`src/rtl/itrx_aib_phy_repair_pkg.sv`:
```
// itrx_aib_phy_repair_pkg
//   Shared constants and types for the AIB repair encoder/decoder pair.
//   Vector layout (45b redun_engage): bit 22 is the TX centre bit, TX runs
//   extend downward from bit 21, RX runs extend upward from bit 23.
//   Repair info (11b): [10] = direction (1 = TX, 0 = RX), [9:0] = index.
package itrx_aib_phy_repair_pkg;

    localparam int REDUN_W = 45;
    localparam int TX_MSB  = 22;
    localparam int RX_LSB  = 23;
    localparam int MAX_IDX = 21;
    localparam int INFO_W  = 11;

    typedef enum logic [1:0] {
        ST_IDLE = 2'd0,
        ST_SCAN = 2'd1,
        ST_RES  = 2'd2
    } repair_dec_st_t;

endpackage

```
`src/rtl/itrx_aib_phy_repair_enc.sv`:
```
// itrx_aib_phy_repair_enc
//   Combinational repair encoder: {dir, index} + valid -> 45b redun_engage.
//   TX n sets bits [22:21-n]; RX n sets bits [23+n:23]. Invalid input or an
//   index beyond the spare range yields the all-zero (no repair) vector.
// Ports
//   repair_info   in   11  {dir, index}
//   repair_vld    in   1   repair_info holds a real repair
//   redun_engage  out  45  encoded shift vector
module itrx_aib_phy_repair_enc
    import itrx_aib_phy_repair_pkg::*;
(
    input  logic [INFO_W-1:0]  repair_info,
    input  logic               repair_vld,
    output logic [REDUN_W-1:0] redun_engage
);

    logic       dir;
    logic [9:0] idx;

    assign dir = repair_info[INFO_W-1];
    assign idx = repair_info[9:0];

    always_comb begin
        redun_engage = '0;
        if (repair_vld && (idx <= 10'(MAX_IDX))) begin
            if (dir) begin
                redun_engage[TX_MSB] = 1'b1;
            end
            for (int i = 0; i <= MAX_IDX; i++) begin
                if (10'(i) <= idx) begin
                    if (dir) begin
                        redun_engage[TX_MSB-1-i] = 1'b1;
                    end else begin
                        redun_engage[RX_LSB+i] = 1'b1;
                    end
                end
            end
        end
    end

endmodule

```
`src/rtl/itrx_aib_phy_repair_dec.sv`:
```
// itrx_aib_phy_repair_dec
//   Recovers {dir, index} repair info from a 45b redun_engage shift vector.
//   The captured vector is scanned outward from the spare centre, one bit
//   position per direction per cycle (22 cycles), then judged in one result
//   cycle. Malformed vectors (broken runs, both directions, bad centre
//   bits) raise dec_err.
// Ports
//   clk              in   1   block clock
//   rst_n            in   1   async active-low reset
//   start            in   1   pulse: capture redun_engage, begin decode
//   redun_engage     in   45  vector to decode, sampled on accepted start
//   busy             out  1   decode in progress
//   done             out  1   pulse: result outputs valid from this cycle
//   repair_info_nvm  out  11  decoded {dir, index}; 0 on no repair / error
//   repair_info_vld  out  1   vector is a legal single repair
//   dec_err          out  1   vector is illegal
module itrx_aib_phy_repair_dec
    import itrx_aib_phy_repair_pkg::*;
#(
    parameter bit CHK_EN = 1'b1
) (
    input  logic               clk,
    input  logic               rst_n,
    input  logic               start,
    input  logic [REDUN_W-1:0] redun_engage,
    output logic               busy,
    output logic               done,
    output logic [INFO_W-1:0]  repair_info_nvm,
    output logic               repair_info_vld,
    output logic               dec_err
);

    repair_dec_st_t     state_q, state_d;
    logic [4:0]         cnt_q, cnt_d;
    logic [REDUN_W-1:0] shadow_q, shadow_d;
    logic [4:0]         tx_len_q, tx_len_d, rx_len_q, rx_len_d;
    logic               tx_end_q, tx_end_d, rx_end_q, rx_end_d;
    logic               tx_brk_q, tx_brk_d, rx_brk_q, rx_brk_d;
    logic               busy_q, busy_d, done_q, done_d;
    logic [INFO_W-1:0]  info_q, info_d;
    logic               vld_q, vld_d, err_q, err_d;

    // Per-cycle scan step: tracker values after absorbing the bit pair at k
    logic [MAX_IDX:0]   tx_vec, rx_vec;
    logic               tx_bit, rx_bit;
    logic [4:0]         tx_len_nxt, rx_len_nxt;
    logic               tx_end_nxt, rx_end_nxt, tx_brk_nxt, rx_brk_nxt;

    // Result judged from the post-step trackers on the last scan cycle
    logic               tx_any, rx_any, err_raw, vld_raw, chk_mis;
    logic [INFO_W-1:0]  info_raw;

    assign tx_vec = shadow_q[TX_MSB-1:0];
    assign rx_vec = shadow_q[REDUN_W-1:RX_LSB];
    // TX runs grow downward, so the TX bit is taken from the top of its slice
    assign tx_bit = tx_vec[5'(MAX_IDX) - cnt_q];
    assign rx_bit = rx_vec[cnt_q];

    always_comb begin
        tx_len_nxt = tx_len_q;
        tx_end_nxt = tx_end_q;
        tx_brk_nxt = tx_brk_q;
        rx_len_nxt = rx_len_q;
        rx_end_nxt = rx_end_q;
        rx_brk_nxt = rx_brk_q;
        if (tx_bit) begin
            tx_len_nxt = tx_len_q + 5'd1;
            if (tx_end_q) tx_brk_nxt = 1'b1;
        end else begin
            tx_end_nxt = 1'b1;
        end
        if (rx_bit) begin
            rx_len_nxt = rx_len_q + 5'd1;
            if (rx_end_q) rx_brk_nxt = 1'b1;
        end else begin
            rx_end_nxt = 1'b1;
        end
    end

    always_comb begin
        tx_any   = shadow_q[TX_MSB] | (tx_len_nxt != 5'd0);
        rx_any   = (rx_len_nxt != 5'd0);
        err_raw  = (tx_any & rx_any)
                 | (shadow_q[TX_MSB] != shadow_q[TX_MSB-1])
                 | (~shadow_q[TX_MSB] & (tx_len_nxt != 5'd0))
                 | tx_brk_nxt | rx_brk_nxt;
        info_raw = '0;
        vld_raw  = 1'b0;
        if (!err_raw) begin
            if (tx_any) begin
                info_raw = {1'b1, 5'd0, 5'(tx_len_nxt - 5'd1)};
                vld_raw  = 1'b1;
            end else if (rx_any) begin
                info_raw = {1'b0, 5'd0, 5'(rx_len_nxt - 5'd1)};
                vld_raw  = 1'b1;
            end
        end
    end

    // Re-encode the verdict and compare against the captured vector; catches
    // any case the run checks above might let through.
    generate
        if (CHK_EN) begin : g_chk
            logic [REDUN_W-1:0] enc_vec;
            itrx_aib_phy_repair_enc u_enc (
                .repair_info  (info_raw),
                .repair_vld   (vld_raw),
                .redun_engage (enc_vec)
            );
            assign chk_mis = (enc_vec != shadow_q) & ~err_raw;
        end else begin : g_nochk
            assign chk_mis = 1'b0;
        end
    endgenerate

    always_comb begin
        state_d  = state_q;
        cnt_d    = cnt_q;
        shadow_d = shadow_q;
        tx_len_d = tx_len_q;
        rx_len_d = rx_len_q;
        tx_end_d = tx_end_q;
        rx_end_d = rx_end_q;
        tx_brk_d = tx_brk_q;
        rx_brk_d = rx_brk_q;
        busy_d   = busy_q;
        done_d   = 1'b0;
        info_d   = info_q;
        vld_d    = vld_q;
        err_d    = err_q;
        case (state_q)
            ST_SCAN: begin
                // start is deliberately ignored here: no restart, no queue
                tx_len_d = tx_len_nxt;
                rx_len_d = rx_len_nxt;
                tx_end_d = tx_end_nxt;
                rx_end_d = rx_end_nxt;
                tx_brk_d = tx_brk_nxt;
                rx_brk_d = rx_brk_nxt;
                cnt_d    = cnt_q + 5'd1;
                if (cnt_q == 5'(MAX_IDX)) begin
                    // Result registered on entry to RES so done lines up
                    // with the RES cycle itself.
                    state_d = ST_RES;
                    busy_d  = 1'b0;
                    done_d  = 1'b1;
                    if (chk_mis) begin
                        info_d = '0;
                        vld_d  = 1'b0;
                        err_d  = 1'b1;
                    end else begin
                        info_d = info_raw;
                        vld_d  = vld_raw;
                        err_d  = err_raw;
                    end
                end
            end
            ST_IDLE, ST_RES: begin
                state_d = ST_IDLE;
                if (start) begin
                    state_d  = ST_SCAN;
                    shadow_d = redun_engage;
                    cnt_d    = 5'd0;
                    tx_len_d = 5'd0;
                    rx_len_d = 5'd0;
                    tx_end_d = 1'b0;
                    rx_end_d = 1'b0;
                    tx_brk_d = 1'b0;
                    rx_brk_d = 1'b0;
                    busy_d   = 1'b1;
                end
            end
            default: begin
                state_d = ST_IDLE;
                busy_d  = 1'b0;
            end
        endcase
    end

    always_ff @(posedge clk or negedge rst_n) begin
        if (!rst_n) begin
            state_q  <= ST_IDLE;
            cnt_q    <= '0;
            shadow_q <= '0;
            tx_len_q <= '0;
            rx_len_q <= '0;
            tx_end_q <= 1'b0;
            rx_end_q <= 1'b0;
            tx_brk_q <= 1'b0;
            rx_brk_q <= 1'b0;
            busy_q   <= 1'b0;
            done_q   <= 1'b0;
            info_q   <= '0;
            vld_q    <= 1'b0;
            err_q    <= 1'b0;
        end else begin
            state_q  <= state_d;
            cnt_q    <= cnt_d;
            shadow_q <= shadow_d;
            tx_len_q <= tx_len_d;
            rx_len_q <= rx_len_d;
            tx_end_q <= tx_end_d;
            rx_end_q <= rx_end_d;
            tx_brk_q <= tx_brk_d;
            rx_brk_q <= rx_brk_d;
            busy_q   <= busy_d;
            done_q   <= done_d;
            info_q   <= info_d;
            vld_q    <= vld_d;
            err_q    <= err_d;
        end
    end

    assign busy            = busy_q;
    assign done            = done_q;
    assign repair_info_nvm = info_q;
    assign repair_info_vld = vld_q;
    assign dec_err         = err_q;

endmodule

```
`config.mk`:
```
export PLATFORM = sky130hd
export DESIGN_NAME = itrx_aib_phy_repair_dec
export DESIGN_NICKNAME = d
export VERILOG_FILES = /design/src/rtl/itrx_aib_phy_repair_pkg.sv /design/src/rtl/itrx_aib_phy_repair_enc.sv /design/src/rtl/itrx_aib_phy_repair_dec.sv
export SDC_FILE = /design/constraint.sdc
export NUM_CORES = 1
export LEC_CHECK = 0
export CAP_MARGIN = 5
export CORE_UTILIZATION = 55
export CTS_CLUSTER_DIAMETER = 80
export DETAILED_ROUTE_END_ITERATION = 16
export PLACE_DENSITY = 0.78
export SLEW_MARGIN = 20
export SYNTH_ARGS = -nofsm -noshare
export SYNTH_HDL_FRONTEND = slang
export SYNTH_SLANG_ARGS = --single-unit
```
`constraint.sdc`:
```
create_clock -name clk -period 5.8 [get_ports clk]
set_input_delay 1.16 -clock clk [delete_from_list [all_inputs] [get_ports clk]]
set_output_delay 1.16 -clock clk [all_outputs]
set_load 0.005 [all_outputs]
```
Word-level counts from Yosys, hierarchy flattened:

Index checks and enable logic that the tools add are counted.

* logic and storage cells: 161
* input port bits: 48
* output and inout port bits: 15
* register bits: 81

* reductions and logical operators: 12
* eq/ne operators: 9
* add/subtract/negate cells: 6
* order comparisons: 25
* multiplexer cells: 85
* bitwise logic cells: 10

Operator list (count)
* 4-bit by 10-bit <= comparator with 1-bit output (first input constant): 8
* 1-bit 2-to-1 mux: 65
* 5-bit by 10-bit <= comparator with 1-bit output (first input constant): 6
* 45-bit 2-to-1 mux: 1
* 45-bit != test: 1
* 3-bit by 10-bit <= comparator with 1-bit output (first input constant): 4
* 11-bit 2-to-1 mux: 3
* 5-bit case mux with 2 select lines: 3
* 1-bit by 10-bit <= comparator with 1-bit output (first input constant): 2
* 2-bit by 10-bit <= comparator with 1-bit output (first input constant): 2
* 5-bit 2-to-1 mux: 4
* 5-bit by 1-bit adder with 5-bit output (second input constant): 3
* 5-bit by 6-bit less-than comparator with 1-bit output (second input constant): 2
* 1-bit binary-select mux with 5-bit select: 2
* 10-bit by 5-bit <= comparator with 1-bit output (second input constant): 1
* 1-bit case mux with 2 select lines: 5
* 5-bit nonzero test: 2
* 5-bit by 1-bit subtractor with 5-bit output (second input constant): 2
* 2-bit != test (second input constant): 4
* 2-bit AND reduction: 4
* 3-bit AND reduction: 2
* 5-bit equality test (second input constant): 1
* 1-bit OR: 5
* 5-bit subtractor (first input constant): 1
* other kinds (11): 14

Depth between registers and ports, before layout:

Gate-level depths: netlist of run 1.

* depth after elaboration: 18
* mapped depth: 24
* depth with buffers taken out: 21

By module:

A second synthesis of run 1 with hierarchy kept.

* cells, all modules: 630
* area, all modules: 5231.3 um^2

By module, submodules not included
* itrx_aib_phy_repair_dec: instances 1, cells an instance 538, area an instance 4665.7 um^2
* itrx_aib_phy_repair_enc: instances 1, cells an instance 92, area an instance 565.5 um^2

Worst setup path before layout of run 1:

OpenSTA, ideal clock, no wires.

* path kind: register -> register
* from: register cnt_q[1]
* to: register vld_q, in the netlist repair_info_vld
* stages on the path, launching flop included: 24
* setup slack: 564 ps
* arrival time: 5143 ps
* period minus slack after synthesis: 5236 ps
* setup time: 93 ps
* required time: 5707 ps
* path through: dfrtp_1 -> buf_2 -> inv_1 -> ha_1 -> nor2b_1 -> nor2b_1 -> o31ai_2 -> nand3_1 -> xor2_1 -> inv_1 -> ha_1 -> nand3_1 -> nor2_1 -> o2bb2ai_2 -> and2_1 -> buf_6 -> a2111o_1 -> nor4_2 -> nand2b_1 -> or4b_1 -> o311ai_1 -> and4_1 -> nand4_2 -> o31ai_2

* cells in the longest elaborated chain, start to end: 18
* elaborated cells on any way between the ends: 103
* classes of those cells: 3 x add/sub; 23 x order compare; 2 x eq/ne; 62 x mux; 9 x bitwise; 4 x reduce/logical

Ends and longest elaborated chain
* start, declared: line itrx_aib_phy_repair_dec.sv:34 `logic [4:0] cnt_q, cnt_d;`
* start signal, assigned: line itrx_aib_phy_repair_dec.sv:198 `cnt_q <= cnt_d;`
* 5-bit subtractor: line itrx_aib_phy_repair_dec.sv:56 `assign tx_bit = tx_vec[5'(MAX_IDX) - cnt_q];`
* 1-bit binary-select mux with 5-bit select: line itrx_aib_phy_repair_dec.sv:56
* 1-bit 2-to-1 mux (not written as such): line itrx_aib_phy_repair_dec.sv:56
* 5-bit 2-to-1 mux: line itrx_aib_phy_repair_dec.sv:66 `if (tx_bit) begin`
* 5-bit nonzero test: line itrx_aib_phy_repair_dec.sv:81, itrx_aib_phy_repair_dec.sv:85
* 1-bit OR: line itrx_aib_phy_repair_dec.sv:81 `tx_any = shadow_q[TX_MSB] | (tx_len_nxt != 5'd0);`
* 1-bit bitwise AND: line itrx_aib_phy_repair_dec.sv:83 `err_raw = (tx_any & rx_any)`
* 1-bit OR: line itrx_aib_phy_repair_dec.sv:84 `| (shadow_q[TX_MSB] != shadow_q[TX_MSB-1])`
* 1-bit OR: line itrx_aib_phy_repair_dec.sv:85 `| (~shadow_q[TX_MSB] & (tx_len_nxt != 5'd0))`
* 1-bit OR (2 in a row): line itrx_aib_phy_repair_dec.sv:86 `| tx_brk_nxt | rx_brk_nxt;`
* 11-bit 2-to-1 mux: line itrx_aib_phy_repair_dec.sv:89 `if (!err_raw) begin`
* 5-bit by 10-bit <= comparator with 1-bit output (tied with other cells): line itrx_aib_phy_repair_enc.sv:30 `if (10'(i) <= idx) begin`
* 1-bit 2-to-1 mux or 1-bit logical AND (tied branches): line itrx_aib_phy_repair_enc.sv:30, itrx_aib_phy_repair_enc.sv:25
* 45-bit 2-to-1 mux: line itrx_aib_phy_repair_enc.sv:25 `if (repair_vld && (idx <= 10'(MAX_IDX))) begin`
* 45-bit != test: line itrx_aib_phy_repair_dec.sv:110 `assign chk_mis = (enc_vec != shadow_q) & ~err_raw;`
* 1-bit bitwise AND: line itrx_aib_phy_repair_dec.sv:110
* 1-bit 2-to-1 mux: line itrx_aib_phy_repair_dec.sv:147 `if (chk_mis) begin`
* end signal, assigned: line itrx_aib_phy_repair_dec.sv:209 `vld_q <= vld_d;`
* end, declared: line itrx_aib_phy_repair_dec.sv:41 `logic vld_q, vld_d, err_q, err_d;`

Parallel ways exist; a longest one is shown, timed or not. The select of a mux whose other input is x is not followed.
A chain may end at the register's enable or synchronous reset.

Final worst setup path of run 1:

* from: register cnt_q[2]
* to: register vld_q, in the netlist repair_info_vld

The elaborated chain is that of the path after synthesis.

==> results of run 1 <==
where the power goes:
group          switching [uW]  internal, uW
Clock                     204           252
Combinational            1850          1130
Sequential                397           749
Total                    2450          2130
per-stage QoR:
| stage | worst slack (ns) | std cells | util | area, sq um |
|---|---|---|---|---|
| after floorplan | 0.564 | 704 | - | 5630 |
| after global placement | 0.199 | 884 | 0.649 | 6370 |
| after detailed placement | 0.0212 | 884 | 0.649 | 6370 |
| after CTS | 0.0915 | 899 | 0.671 | 6590 |
| after global routing | -0.0375 | 901 | 0.680 | 6670 |
| final | 0.226 | 901 | 0.680 | 6670 |
worst min-delay path by stage:
stage / cells after the start / slack (ns) / end / from
4_1_cts: 2 / 0.49 / repair_info_nvm[1] / repair_info_nvm[1]
2_1_floorplan: 1 / 0.46 / rx_len_q[4] / rx_len_q[4]
3_3_place_gp: 2 / 0.47 / repair_info_vld / repair_info_vld
6_report: 2 / 0.49 / repair_info_nvm[1] / repair_info_nvm[1]
5_1_grt: 2 / 0.51 / repair_info_nvm[1] / repair_info_nvm[1]
3_5_place_dp: 2 / 0.47 / repair_info_nvm[1] / repair_info_nvm[1]
worst max-delay path: stages, from the launching register on:
cell	delay, ns
sky130_fd_sc_hd__dfrtp_2	0.49
sky130_fd_sc_hd__ha_1	0.39
sky130_fd_sc_hd__nor2b_1	0.19
sky130_fd_sc_hd__a22oi_1	0.26
sky130_fd_sc_hd__nand4_1	0.29
sky130_fd_sc_hd__nand3_2	0.24
sky130_fd_sc_hd__xor2_1	0.25
sky130_fd_sc_hd__inv_1	0.08
sky130_fd_sc_hd__ha_1	0.22
sky130_fd_sc_hd__nand3_1	0.09
sky130_fd_sc_hd__nor2_1	0.06
sky130_fd_sc_hd__o2bb2ai_2	0.20
sky130_fd_sc_hd__and2_4	0.25
sky130_fd_sc_hd__a2111o_1	0.53
sky130_fd_sc_hd__nor4_4	0.38
sky130_fd_sc_hd__nand2b_2	0.24
sky130_fd_sc_hd__or4b_1	0.45
sky130_fd_sc_hd__o311ai_1	0.10
sky130_fd_sc_hd__and4_1	0.28
sky130_fd_sc_hd__nand4_2	0.11
sky130_fd_sc_hd__buf_4	0.18
sky130_fd_sc_hd__o31ai_2	0.20
flip-flops by register name (all words and copies together) (netlist names):
signal and flops:
done 1, tx_brk_q 1, rx_len_q 5, rx_end_q 1
repair_info_vld 1, tx_end_q 1, shadow_q 45, cnt_q 5
tx_len_q 5, busy 1, rx_brk_q 1, dec_err 1
repair_info_nvm 6, state_q 2
cells by family after synthesis:
logic type / synth area share
and+or+nand+nor: 0.293
AOI/OAI and AO/OA: 0.227
DFF: 0.339
buffers and inverters: 0.0452
muxes: 0.0461
xor gates and xnor gates: 0.0312
adders and majority gates: 0.0178
other: 0.000668
layer usage:
layer	up-vias	GRT usage	wire, microns
li1	2666	-	-
met1	2750	0.489	7590
met2	401	0.539	8100
met3	86	0.0766	1960
met4	0	0.183	854
met5	-	0	0
cell usage in the layout, fill, tap and decap left out, types with 4 or more instances in the layout:
cell type,count
sky130_fd_sc_hd__clkbuf_8,10
sky130_fd_sc_hd__o22a_1,5
sky130_fd_sc_hd__xnor2_1,13
sky130_fd_sc_hd__a31oi_1,9
sky130_fd_sc_hd__o211ai_1,8
sky130_fd_sc_hd__and4_1,8
sky130_fd_sc_hd__o31ai_1,7
sky130_fd_sc_hd__nand3b_1,6
sky130_fd_sc_hd__nand2_1,182
sky130_fd_sc_hd__a22oi_1,4
sky130_fd_sc_hd__a211oi_1,4
sky130_fd_sc_hd__and3_1,9
sky130_fd_sc_hd__nor3_1,17
sky130_fd_sc_hd__nand3_1,13
sky130_fd_sc_hd__o21a_1,4
sky130_fd_sc_hd__ha_1,8
sky130_fd_sc_hd__inv_1,12
sky130_fd_sc_hd__dfrtp_1,74
sky130_fd_sc_hd__xor2_1,7
sky130_fd_sc_hd__or2_2,5
sky130_fd_sc_hd__buf_4,31
sky130_fd_sc_hd__nor2_1,42
sky130_fd_sc_hd__conb_1,5
sky130_fd_sc_hd__a21o_1,6
sky130_fd_sc_hd__nor4_1,7
sky130_fd_sc_hd__nand4_1,13
sky130_fd_sc_hd__a21oi_1,18
sky130_fd_sc_hd__mux2_2,5
sky130_fd_sc_hd__mux2i_1,18
sky130_fd_sc_hd__o21ai_0,36
sky130_fd_sc_hd__o21ai_1,8
sky130_fd_sc_hd__clkdlybuf4s50_1,56
sky130_fd_sc_hd__nand2b_1,9
sky130_fd_sc_hd__nor2b_1,9
layout make-up:
type	instances	share of cell area
Sequential cell	76	0.285
Timing Repair Buffer	87	0.119
Multi-Input combinational cell	578	0.532
Clock inverter	4	0.0111
Clock buffer	11	0.0212
Tap cell	133	0.0249
Inverter	12	0.00675
repair_timing:
action                                  in CTS  in global routing
setup buffers                                0                  2
pin swaps                                    0                  4
hold buffers                                 0                  0
gates cloned                                 0                  0
gates resized for setup                      1                 16
endpoints found under the setup margin       2                  8
==> metrics.sh, run 1 <==
SUM_OF_OVERFLOW_ACROSS_ALL_LAYERS_AFTER_GLOBAL_ROUTING=0
NUM_ANTENNA_CELLS=0
NUMBER_OF_FLOPS_MAPPED_TO_ENABLE_CELLS_BY_YOSYS=0
WORSTMARGINPINSLEW_NS=0.949
N_FILL_CELL=834
SYNTH.FF_LATCH_COUNT=76
R2R-START='cnt_q[2]'
MAX-VDD-IR-DROP_mV=0.401
DRC_ERRORS=0
TNS_NS=0
HOLDCRITPATHCLASS='reg -> reg'
IO_BUFFERS=57
INITIAL_CORE_UTIL=0.572
CTSROOTBUFFERMASTER='sky130_fd_sc_hd__clkbuf_8'
FLOORPLAN.ROWS=36
FINAL_MIN_PERIOD_OVER_CLOCK_PERIOD=0.961
OUTCOME='complete, no violations'
SEQCELLAREA_SQ_UM=1900
ASYNC_SET_OR_RESET_FLOP_FRACTION_IN_THE_SYNTHESIZED_NETLIST=1.00
ARRIVAL_NS=5.85
GR-USAGE-ALL-LAYERS=0.359
ANTENNA_FOUND_INITIAL=0
TIMING.MAX_CAP.VIOLATIONS=0
DIE_AREA_SQ_UM=10600
POST_SYNTH_INST_COUNT=700
SYNTHMOSTINSTANTIATEDCELL='sky130_fd_sc_hd__nand2_1'
PIN_COUNT=63
VIASPERCELL=6.55
GRT_MAX_DEGREE=77
HTREEDEPTH=3
STARTPOINT_TYPE='register'
FINALWEIGHTEDCONGESTION=1.18
DRV_SLEW=0
TIMING.REG2REG.SETUP_SLACK_NS=0.23
FINAL_SETUP_VIOLATION_COUNT=0
FINAL_WORST_HOLD_SLACK_NS=0.485
SYNTH_TOP_CELLS_BY_COUNT='182 x sky130_fd_sc_hd__nand2_1, 76 x sky130_fd_sc_hd__dfrtp_1, 42 x sky130_fd_sc_hd__nor2_1'
ENDPOINT='repair_info_vld'
FINAL_NET_COUNT=820
TRITONCTS_SINKS=76
R2R.WORST_PATH.CELLS=21
POST-ROUTE-MIN-PERIOD_NS=5.57
TIMING.CRITICAL_PATH.FANOUT_MAX=11
YS.FLOP_TYPE='sky130_fd_sc_hd__dfrtp_1'
FIRST_GLOBAL_VIAS=5416
DRT_ITER0_MARKERS=719
DETAILEDROUTE.FIRSTPASSITERATIONCOUNT=6
WIRE_PER_INST_MICRONS=20.5
MAX_FREQ_GHz=0.179
CTS_BUFFER_DEPTH=2
CRIT_REQUIRED_NS=6.07
CTS.REPORTEDPATHS.CLKPINSLEW_NS=0.08
FIRST_PASS_GRT_WIRE_LENGTH_MICRONS=28400
TOTALPOWERFINAL_uW=4590
FP.DIEH_MICRONS=103
YOSYS.AREA.TOP_TYPE_SHARE=0.339
R2R-END='repair_info_vld'
TIMING.SLEW.HEADROOM=0.367
ANT_NETS=0
SYNTH_AREA_PER_CELL_SQ_UM=8.02
SYN-CELL-AREA_SQ_UM=5610
CLKLATENCYLATEPIN_NS=0.36
FINAL-HOLD-VIOLATION-COUNT=0
CORE_AREA_SQ_UM=9820
CP-STARTPOINT='cnt_q[2]'
VIAS=5903
LAYOUT-DRIVE-GT1-SHARE=0.115
LAYOUT-AREA-OVERHEAD-VS-SYNTH_PCT=18.9
CLOCK_TREE_FROM_TRITONCTS='done'
CRIT_TYPE='reg -> reg'
SYNTHTOPCELLSBYAREA='sky130_fd_sc_hd__dfrtp_1 34%, sky130_fd_sc_hd__nand2_1 12%, sky130_fd_sc_hd__mux2i_1 3.2%, sky130_fd_sc_hd__o21ai_0 3.2%, sky130_fd_sc_hd__nor2_1 2.8%'
MULTI_INPUT_GATE_AREA_IN_THE_FINAL_LAYOUT_SQ_UM=3550
DRT_WL_TOTAL_MICRONS=18500
SYNTH.LIB_CELLS_USED.DISTINCT=84
TIMING.CLOCK.SKEW_NS=0.0157
CTS_BUFFERS=9
DPL.HPWL_MICRONS=13800
YOSYS_TOP_CELL_BY_AREA='sky130_fd_sc_hd__dfrtp_1'
CP-END-KIND='register'
DIE-WIDTH_MICRONS=103
YS.WARNINGS.COUNT=0
SYNTH_SEQ_AREA_SHARE=0.339
CELLLEAKAGEPOWER_uW=0.00284
P_PER_AREA_nW_PER_UM2=688
Note: power is estimated with default switching activity, not from simulation.
==> inputs of run 2 (changes only) <==
Settings changed: HOLD_SLACK_MARGIN set to 0.02.
==> results of run 2 <==
Same layout as run 1: the final DEF is identical, and so are final timing and power.
